<file path="src/rtl/hazard_ctrl_pkg.sv">
// Shared pipeline definitions for the hazard controller.
//   hz_state_e      : controller FSM state (2-bit encoding)
//   REG_IDX_W       : architectural register index width
//   MD_CNT_W        : multiply/divide wait counter width
//   MD_TIMEOUT_DFLT : default multiply/divide timeout in cycles
//   PERF_CNT_W      : width of the optional performance counters
package hazard_ctrl_pkg;

  localparam int unsigned REG_IDX_W       = 5;
  localparam int unsigned MD_CNT_W        = 8;
  localparam int unsigned MD_TIMEOUT_DFLT = 40;
  localparam int unsigned PERF_CNT_W      = 32;

  typedef enum logic [1:0] {
    ST_RUN      = 2'd0,
    ST_MD_WAIT  = 2'd1,
    ST_MEM_WAIT = 2'd2
  } hz_state_e;

endpackage

</file>
<file path="src/rtl/hazard_ctrl_sat_counter32.sv">
// Saturating 32-bit event counter used by the hazard controller.
//   clk     : rising-edge clock
//   rst     : synchronous active-low clear
//   i_inc   : count one event this cycle
//   o_count : current count, sticks at all-ones
module sat_counter32
  import hazard_ctrl_pkg::*;
(
  input  logic                  clk,
  input  logic                  rst,
  input  logic                  i_inc,
  output logic [PERF_CNT_W-1:0] o_count
);

  logic [PERF_CNT_W-1:0] r_count;

  always_ff @(posedge clk) begin
    if (!rst) begin
      r_count <= '0;
    end else if (i_inc && (r_count != '1)) begin
      r_count <= r_count + PERF_CNT_W'(1);
    end
  end

  assign o_count = r_count;

endmodule

</file>
<file path="src/rtl/hazard_ctrl.sv">
// Pipeline hazard controller: memory wait, multiply/divide wait with
// timeout, load-use interlock and taken-branch flush.
// Optional macro HAZARD_PERF_CNT_EN adds stall/flush event counters.
//   clk, rst                       : clock, synchronous active-low reset
//   id_rs1/id_rs2, id_use_rs1/rs2  : ID source registers and their use
//   ex_load, ex_rd                 : EX load and its destination
//   ex_branch_taken                : EX redirect
//   ex_md_start, md_done           : EX M-extension op, M-unit result valid
//   mem_req, mem_ready             : MEM data access and its completion
//   stall_if/id/ex/mem             : hold PC / IF-ID / ID-EX / EX-MEM
//   flush_id/ex/mem/wb             : bubble into IF-ID / ID-EX / EX-MEM / MEM-WB
//   md_abort                       : one-cycle M-unit timeout pulse
//   busy                           : FSM not in RUN
//   stall_cycles, flush_events     : (HAZARD_PERF_CNT_EN) event counters
module hazard_ctrl
  import hazard_ctrl_pkg::*;
#(
  parameter int unsigned MD_TIMEOUT = MD_TIMEOUT_DFLT
) (
  input  logic                 clk,
  input  logic                 rst,
  input  logic [REG_IDX_W-1:0] id_rs1,
  input  logic [REG_IDX_W-1:0] id_rs2,
  input  logic                 id_use_rs1,
  input  logic                 id_use_rs2,
  input  logic                 ex_load,
  input  logic [REG_IDX_W-1:0] ex_rd,
  input  logic                 ex_branch_taken,
  input  logic                 ex_md_start,
  input  logic                 md_done,
  input  logic                 mem_req,
  input  logic                 mem_ready,
  output logic                 stall_if,
  output logic                 stall_id,
  output logic                 stall_ex,
  output logic                 stall_mem,
  output logic                 flush_id,
  output logic                 flush_ex,
  output logic                 flush_mem,
  output logic                 flush_wb,
  output logic                 md_abort,
  output logic                 busy
`ifdef HAZARD_PERF_CNT_EN
  ,
  output logic [PERF_CNT_W-1:0] stall_cycles,
  output logic [PERF_CNT_W-1:0] flush_events
`endif
);

  // Abort fires in the MD_TIMEOUT-th stalled cycle, counting the start cycle.
  localparam logic [MD_CNT_W-1:0] TMO_LAST = MD_CNT_W'(MD_TIMEOUT - 1);

  hz_state_e           r_state;
  hz_state_e           w_state_nxt;
  logic [MD_CNT_W-1:0] r_cnt;
  logic [MD_CNT_W-1:0] w_cnt_nxt;
  logic [MD_CNT_W-1:0] w_cnt_inc;
  logic                w_mem_wait;
  logic                w_md_pend;
  logic                w_timeout;
  logic                w_md_stall;
  logic                w_load_use;

  // Shared hazard conditions
  assign w_mem_wait = mem_req && !mem_ready;
  assign w_md_pend  = ex_md_start && !md_done;
  assign w_cnt_inc  = (r_cnt == '1) ? r_cnt : r_cnt + MD_CNT_W'(1);
  assign w_timeout  = (r_state == ST_MD_WAIT) && w_md_pend && (w_cnt_inc >= TMO_LAST);
  assign w_md_stall = w_md_pend && !w_timeout;
  assign w_load_use = ex_load && (ex_rd != '0) &&
                      ((id_use_rs1 && (id_rs1 == ex_rd)) ||
                       (id_use_rs2 && (id_rs2 == ex_rd)));

  // State and wait-counter register
  always_ff @(posedge clk) begin
    if (!rst) begin
      r_state <= ST_RUN;
      r_cnt   <= '0;
    end else begin
      r_state <= w_state_nxt;
      r_cnt   <= w_cnt_nxt;
    end
  end

  // Next state; counter clears in RUN, counts in MD_WAIT, freezes in MEM_WAIT
  always_comb begin
    w_state_nxt = ST_RUN;
    w_cnt_nxt   = r_cnt;
    if (w_mem_wait) begin
      w_state_nxt = ST_MEM_WAIT;
    end else if (w_md_stall) begin
      w_state_nxt = ST_MD_WAIT;
    end
    case (r_state)
      ST_RUN:     w_cnt_nxt = '0;
      ST_MD_WAIT: if (!w_mem_wait) w_cnt_nxt = w_cnt_inc;
      default:    w_cnt_nxt = r_cnt;
    endcase
  end

  // Output decode in priority order
  always_comb begin
    stall_if  = 1'b0;
    stall_id  = 1'b0;
    stall_ex  = 1'b0;
    stall_mem = 1'b0;
    flush_id  = 1'b0;
    flush_ex  = 1'b0;
    flush_mem = 1'b0;
    flush_wb  = 1'b0;
    md_abort  = 1'b0;
    busy      = 1'b0;
    if (!rst) begin
      flush_id  = 1'b1;
      flush_ex  = 1'b1;
      flush_mem = 1'b1;
      flush_wb  = 1'b1;
    end else begin
      busy = (r_state != ST_RUN);
      if (w_mem_wait) begin
        stall_if  = 1'b1;
        stall_id  = 1'b1;
        stall_ex  = 1'b1;
        stall_mem = 1'b1;
        flush_wb  = 1'b1;
      end else if (w_md_stall) begin
        stall_if  = 1'b1;
        stall_id  = 1'b1;
        stall_ex  = 1'b1;
        flush_mem = 1'b1;
      end else if (w_timeout) begin
        md_abort = 1'b1;
        flush_ex = 1'b1;
      end else if (ex_branch_taken) begin
        // A branch held in EX by a wait lands here on the release cycle
        flush_id = 1'b1;
        flush_ex = 1'b1;
      end else if (w_load_use) begin
        stall_if = 1'b1;
        stall_id = 1'b1;
        flush_ex = 1'b1;
      end
    end
  end

`ifdef HAZARD_PERF_CNT_EN
  logic w_any_stall;
  logic w_any_flush;

  assign w_any_stall = stall_if || stall_id || stall_ex || stall_mem;
  assign w_any_flush = flush_id || flush_ex || flush_mem || flush_wb;

  sat_counter32 u_stall_cnt (
    .clk     (clk),
    .rst     (rst),
    .i_inc   (w_any_stall),
    .o_count (stall_cycles)
  );

  sat_counter32 u_flush_cnt (
    .clk     (clk),
    .rst     (rst),
    .i_inc   (w_any_flush),
    .o_count (flush_events)
  );
`endif

endmodule

</file>
<file path="config.mk">
export PLATFORM = sky130hd
export DESIGN_NAME = hazard_ctrl
export DESIGN_NICKNAME = d
export VERILOG_FILES = /design/src/rtl/hazard_ctrl_pkg.sv /design/src/rtl/hazard_ctrl_sat_counter32.sv /design/src/rtl/hazard_ctrl.sv
export SDC_FILE = /design/constraint.sdc
export NUM_CORES = 1
export LEC_CHECK = 0
export CAP_MARGIN = 30
export CORE_ASPECT_RATIO = 1.25
export CORE_MARGIN = 3
export CORE_UTILIZATION = 43
export DETAILED_ROUTE_END_ITERATION = 16
export GPL_TIMING_DRIVEN = 1
export PLACE_DENSITY = 0.84
export SETUP_SLACK_MARGIN = 0.05
export SLEW_MARGIN = 15
export SYNTH_ARGS = -nofsm -noshare
export SYNTH_HDL_FRONTEND = slang
export SYNTH_HIERARCHICAL = 1
export SYNTH_SLANG_ARGS = --single-unit
</file>
<file path="constraint.sdc">
create_clock -name clk -period 2.6 [get_ports clk]
set_input_delay 0.26 -clock clk [delete_from_list [all_inputs] [get_ports clk]]
set_output_delay 0.26 -clock clk [all_outputs]
set_load 0.005 [all_outputs]
</file>
Word-level counts from Yosys, hierarchy flattened. Cells that the tools add are included.

Input bits: 25. Word-level logic and storage cells: 64. Register bits: 10.

Add/subtract/negate cells: 1. Bitwise gates (word level): 1. Equality and inequality tests: 5. Order comparisons: 1. Reduce and logical (&&, ||, !) cells: 19. Mux-type cells: 34.

Operator list (count): two-way mux 1 bit (30); two-way mux 8 bit (2); case mux 8 bit (2 select lines) (1); equality test 5 bit (2); logical AND 1 bit (9); adder 8 x 1 -> 8 bit (second input constant) (1); equality test 8 bit (second input constant) (1); >= comparator 8 x 6 -> 1 bit (second input constant) (1); nonzero test 5 bit (1); nonzero test 2 bit (2); zero test 1 bit (3); equality test 2 x 1 -> 1 bit (second input constant) (1); zero test 2 bit (1); two-way mux 2 bit (1); inequality test 2 bit (second input constant) (1); AND reduction 2 bit (1); OR reduction 2 bit (1); logical OR 1 bit (1); inverter 1 bit (1).

Logic depth before layout (Yosys ltp).
Word-level depth: 10. Depth in mapped cells: 7. Gate-level depth less buffers: 7.

Worst setup path before layout. No wires, ideal clock.

Path kind: register to output. Start: reg r_cnt[0]. End: out stall_if. Arrival time: 1.738 ns. Data required time: 2.340 ns. Setup slack: 0.602 ns. Stages on the path, launching flop included: 8. Cells stage by stage: dfxtp_1 -> ha_1 -> nand3_1 -> o21ai_1 -> a211oi_2 -> o41ai_2 -> o221a_1 -> buf_4.

Cells in the longest elaborated chain, start to end: 9.

Ends and longest elaborated chain: start, declared (RTL line hazard_ctrl.sv:55) `logic [MD_CNT_W-1:0] r_cnt;`; start signal, assigned (RTL line hazard_ctrl.sv:81) `r_cnt <= w_cnt_nxt;`; adder 8 x 1 -> 8 bit / equality test 8 bit (equally long branches) (RTL line hazard_ctrl.sv:67) `assign w_cnt_inc = (r_cnt == '1) ? r_cnt : r_cnt + MD_CNT_W'(1);`; two-way mux 8 bit (*) (RTL line hazard_ctrl.sv:67); >= comparator 8 x 6 -> 1 bit (*) (RTL line hazard_ctrl.sv:68) `assign w_timeout = (r_state == ST_MD_WAIT) && w_md_pend && (w_cnt_inc >= TMO_LAST);`; logical AND 1 bit (*) (RTL line hazard_ctrl.sv:68); zero test 1 bit (RTL line hazard_ctrl.sv:69) `assign w_md_stall = w_md_pend && !w_timeout;`; logical AND 1 bit (RTL line hazard_ctrl.sv:69); two-way mux 1 bit (*) (3 in series); end, declared (RTL line hazard_ctrl.sv:33) `output logic stall_if,`.

Every way passes the cells marked *; elsewhere a longest branch is shown, timed or not.

Worst setup path in the final report.
Start: reg r_cnt[0]. End: out stall_ex.

Cells in the longest elaborated chain, start to end: 9.

Ends and longest elaborated chain: adder 8 x 1 -> 8 bit / equality test 8 bit (equally long branches) (RTL line hazard_ctrl.sv:67); two-way mux 8 bit (*) (RTL line hazard_ctrl.sv:67); >= comparator 8 x 6 -> 1 bit (*) (RTL line hazard_ctrl.sv:68); logical AND 1 bit (*) (RTL line hazard_ctrl.sv:68); zero test 1 bit (*) (RTL line hazard_ctrl.sv:69); logical AND 1 bit (*) (RTL line hazard_ctrl.sv:69); two-way mux 1 bit (*) (RTL line hazard_ctrl.sv:126) `end else if (w_md_stall) begin`; two-way mux 1 bit (*) (RTL line hazard_ctrl.sv:120) `if (w_mem_wait) begin`; two-way mux 1 bit (*) (RTL line hazard_ctrl.sv:113) `if (!rst) begin`; end, declared (RTL line hazard_ctrl.sv:35) `output logic stall_ex,`.

Marks and branches as above.

==> parameters.txt <==
Parameter                              Value

Final layout
  Final Instance Area ... roughly 1300 um^2
  Relative area change from synthesis to final layout ... 50.0%
  Post-layout net count ... between 150 and 200
  Antenna fix cells ... 0
  Layout fillers ... about 140
  Final Non-Filler Cells ... approximately 180
  Share of final-layout standard cells stronger than drive strength 1 ... between 15 and 20%

Logic synthesis
  Sequential cell area fraction in the yosys report ... a little under a quarter
  Count of flip-flops with a built-in enable after synthesis ... 0
  Async S/R FF share, synth ... 0%
  Summed instance area of the synthesized netlist ... ~880 um^2
  Share of the synthesized area in the top cell type ... a little under a quarter
  Number of distinct standard cells referenced by the synthesized netlist ... 42
  Most frequent cells after synthesis ... 10 x sky130_fd_sc_hd__dfxtp_1, 10 x sky130_fd_sc_hd__nor2_1, 10 x sky130_fd_sc_hd__o21ai_0, 9 x sky130_fd_sc_hd__nand2_1, 9 x sky130_fd_sc_hd__nand3_1
  Most instantiated flip-flop cell in the synthesis netlist ... sky130_fd_sc_hd__dfxtp_1
  FF+latch count, synth ... 10
  Total number of yosys warnings ... 6
  Cells taking the most area after synthesis ... sky130_fd_sc_hd__dfxtp_1 23%, sky130_fd_sc_hd__xor2_1 8.0%, sky130_fd_sc_hd__o21ai_0 5.7%
  Post-Synthesis Cells ... between 100 and 150
  Syn avg cell area ... 7.46 um^2
  Synth Net Count ... ~140
  Cell accounting for the most synthesized area ... sky130_fd_sc_hd__dfxtp_1

Detailed routing
  Routed length per instance ... 14.1 um
  Final routed DRC violation total ... 0
  DRT Pass-1 Iters ... 6
  Antenna-violating nets left ... 0
  Vias after detailed routing ... about 1,100
  Total Routed Length ... 2500 um
  DR iter-0 viols ... 52
  Average vias per placed instance ... ~6.0

Floorplan
  Initial standard-cell utilization of the core ... 47.6%
  Row count ... 17
  Num ports ... 35
  Area of the core region ... between 1500 and 2000 um^2
  Height of the chip ... roughly 57 um
  Die extent in x ... approximately 46 um
  Area of the die ... between 2000 and 3000 um^2

Pwr
  Final Power ... roughly 0.36 mW
  Leakage power ... 0.507 nW
  Largest vdd supply drop ... 0.000160 V
  NetSw ... 0.0903 mW
  Seq pwr share ... a little over two fifths
  Fraction of power consumed by the clock network ... roughly 29%
  Switching share of power ... around a quarter
  Combinational share of power ... between 20% and 30%
  Cell-internal power ... ~0.27 mW
  Cell area power density ... about 270 nW/um^2

Worst setup path
  Depth of the worst register-to-register path ... 9
  Crit-path max FO ... 4
  Crit path launch type ... register
  Nature of the critical path endpoint ... primary output
  Required time reported for the critical path endpoint ... 2.34 ns
  Path type of the worst setup path ... reg2out
  Arrival time at the worst endpoint ... 2.23 ns

Min path
  Number of stages on the worst hold path ... 2
  Path category of the worst min-delay check ... reg2reg

Global route
  Met3 Use GR ... 6.73%
  First-pass GRT wire length ... between 4000 and 5000 um
  Number of global-route vias before repair ... 1,036
  Met2 Resource Use GR ... a little over a third
  Grt total ovfl ... 0
  Initial antenna violation count ... 0
  Most Crowded Layer GR ... met2
  Met1 Resource Use GR ... 21.6%
  GRT Overall Usage ... about a fifth
  Maximum number of pins on one net before global-route repair ... 12

Placed design
  # placed instances ... between 150 and 200
  Final weighted congestion in routability-driven placement ... roughly 0.87
  Total of buffers placed on input and output ports ... 34
  Half-perimeter wire length of the detailed placement result ... approximately 2000 um
  Placed inst area ... between 1000 and 1500 um^2

Outcome
  Result of the run ... finished clean

Clock tree
  Clock slew seen by the registers of the worst setup and hold paths ... ~0.06 ns
  Sinks on Clock Net ... 10
  Number of buffers created by CTS ... 3
  Clock tree from TritonCTS ... built
  Maximum level of the CTS H-tree ... 1
  Clock latency at the later pin of the worst-skew pair ... 0.26 ns
  Root cell of the clock tree ... sky130_fd_sc_hd__clkbuf_4
  Count of hold-fix buffers inserted at cts ... 0
  Worst-case clock buffer depth ... 2

Timing
  Final worst path period share ... 95.8%
  Final hold slack ... 0.603 ns
  Setup repair after global routing missed its margin ... no
  Final hold viol count ... 0
  Final Critical Period ... ~2.5 ns
  Actual slew at the worst max-slew pin ... ~0.58 ns
  Setup violations, final ... 0
  Worst-case headroom to the max-slew limit ... between 60% and 70%
  Peak Freq ... ~0.40 GHz
  Worst clock skew ... between 0.006 and 0.007 ns
  Fin. max-slew vios ... 0

Job
  Max capacitance violation total ... 0
cell usage in the layout, fill, tap and decap left out, types with 3 or more instances in the layout:
cell type	count
sky130_fd_sc_hd__nor2b_1	5
sky130_fd_sc_hd__clkbuf_4	3
sky130_fd_sc_hd__nand3_1	9
sky130_fd_sc_hd__xor2_1	8
sky130_fd_sc_hd__nand2b_1	3
sky130_fd_sc_hd__nor2_1	10
sky130_fd_sc_hd__dfxtp_1	3
sky130_fd_sc_hd__clkdlybuf4s50_1	28
sky130_fd_sc_hd__buf_4	8
sky130_fd_sc_hd__o21ai_0	10
sky130_fd_sc_hd__nand2_1	9
sky130_fd_sc_hd__dlygate4sd2_1	4
sky130_fd_sc_hd__dfxtp_2	5
sky130_fd_sc_hd__a21oi_1	6
sky130_fd_sc_hd__o21ai_1	3
sky130_fd_sc_hd__and2_1	3
layer usage:
layer  wire [um]  vias to the layer above
li1            -                      514
met3         249                       13
met2        1290                       64
met1         892                      471
met4          67                        0
met5           0                        -
per-stage QoR:
stage | TNS (ns) | util [%] | setup WS (ns)
3_3_place_gp | -0.0230 | 67.6 | -0.0117
4_1_cts | 0 | 69.6 | 0.0709
6_report | 0 | 71.4 | 0.110
2_1_floorplan | 0 | - | 0.602
3_5_place_dp | -0.0239 | 67.6 | -0.0119
5_1_grt | 0 | 71.4 | 0.0491
final cells by class:
| type | count | area [um^2] | share of cell area, % |
|---|---|---|---|
| tap | 19 | 23.8 | 1.80 |
| sequential | 10 | 214 | 16.2 |
| inverter | 2 | 7.51 | 0.568 |
| timing repair buffer | 42 | 398 | 30.1 |
| clock buffer | 3 | 22.5 | 1.70 |
| multi-input combinational | 101 | 656 | 49.6 |
final timing paths:
check / from / to / slack (ns)
min reg2reg: r_cnt[7] / r_cnt[7] / 0.60
max reg2reg: r_cnt[0] / r_state[0] / 0.86
min: r_cnt[7] / r_cnt[7] / 0.60
max: r_cnt[0] / stall_ex / 0.11
registers in the layout (all words and copies together), names as in the netlist:
register,count
r_cnt,8
r_state,2
worst max-delay path: stages, from the launching register on:
cell and delay [ns]:
sky130_fd_sc_hd__dfxtp_4 0.36, sky130_fd_sc_hd__ha_4 0.24, sky130_fd_sc_hd__and2b_1 0.17, sky130_fd_sc_hd__o21ai_2 0.06, sky130_fd_sc_hd__a211oi_2 0.09, sky130_fd_sc_hd__o41ai_2 0.26
sky130_fd_sc_hd__buf_4 0.19, sky130_fd_sc_hd__buf_4 0.10, sky130_fd_sc_hd__nand2b_2 0.08, sky130_fd_sc_hd__a21boi_2 0.16, sky130_fd_sc_hd__dlygate4sd2_1 0.26
repair_timing:
item                                    4_1_cts  5_1_grt
setup buffers                                 2        0
gates resized for setup                       8       13
endpoints found under the setup margin        6        5
cloned                                        0        0
pin swaps                                     0        2
power groups by stage:
stage | Sequential (mW) | Clock (mW) | Combinational [mW]
2_1_floorplan | 0.159 | 0 | 0.0393
3_5_place_dp | 0.159 | 0 | 0.107
5_1_grt | 0.154 | 0.112 | 0.113
4_1_cts | 0.156 | 0.103 | 0.104
3_3_place_gp | 0.159 | 0 | 0.104
6_report | 0.154 | 0.103 | 0.103
logic make-up (layout without fill, tap and decap cells):
kind of cell / Yosys count / in the layout / share of synthesized area [%]
adders and majority gates: 1 / 1 / 1.42
xor gates and xnor gates: 10 / 10 / 9.94
buffers and inverters: 7 / 47 / 5.26
and+or+nand+nor: 55 / 55 / 33.4
DFF: 10 / 10 / 22.7
AOI/OAI and AO/OA: 35 / 35 / 27.3
Power figures use the tool's default switching activity.
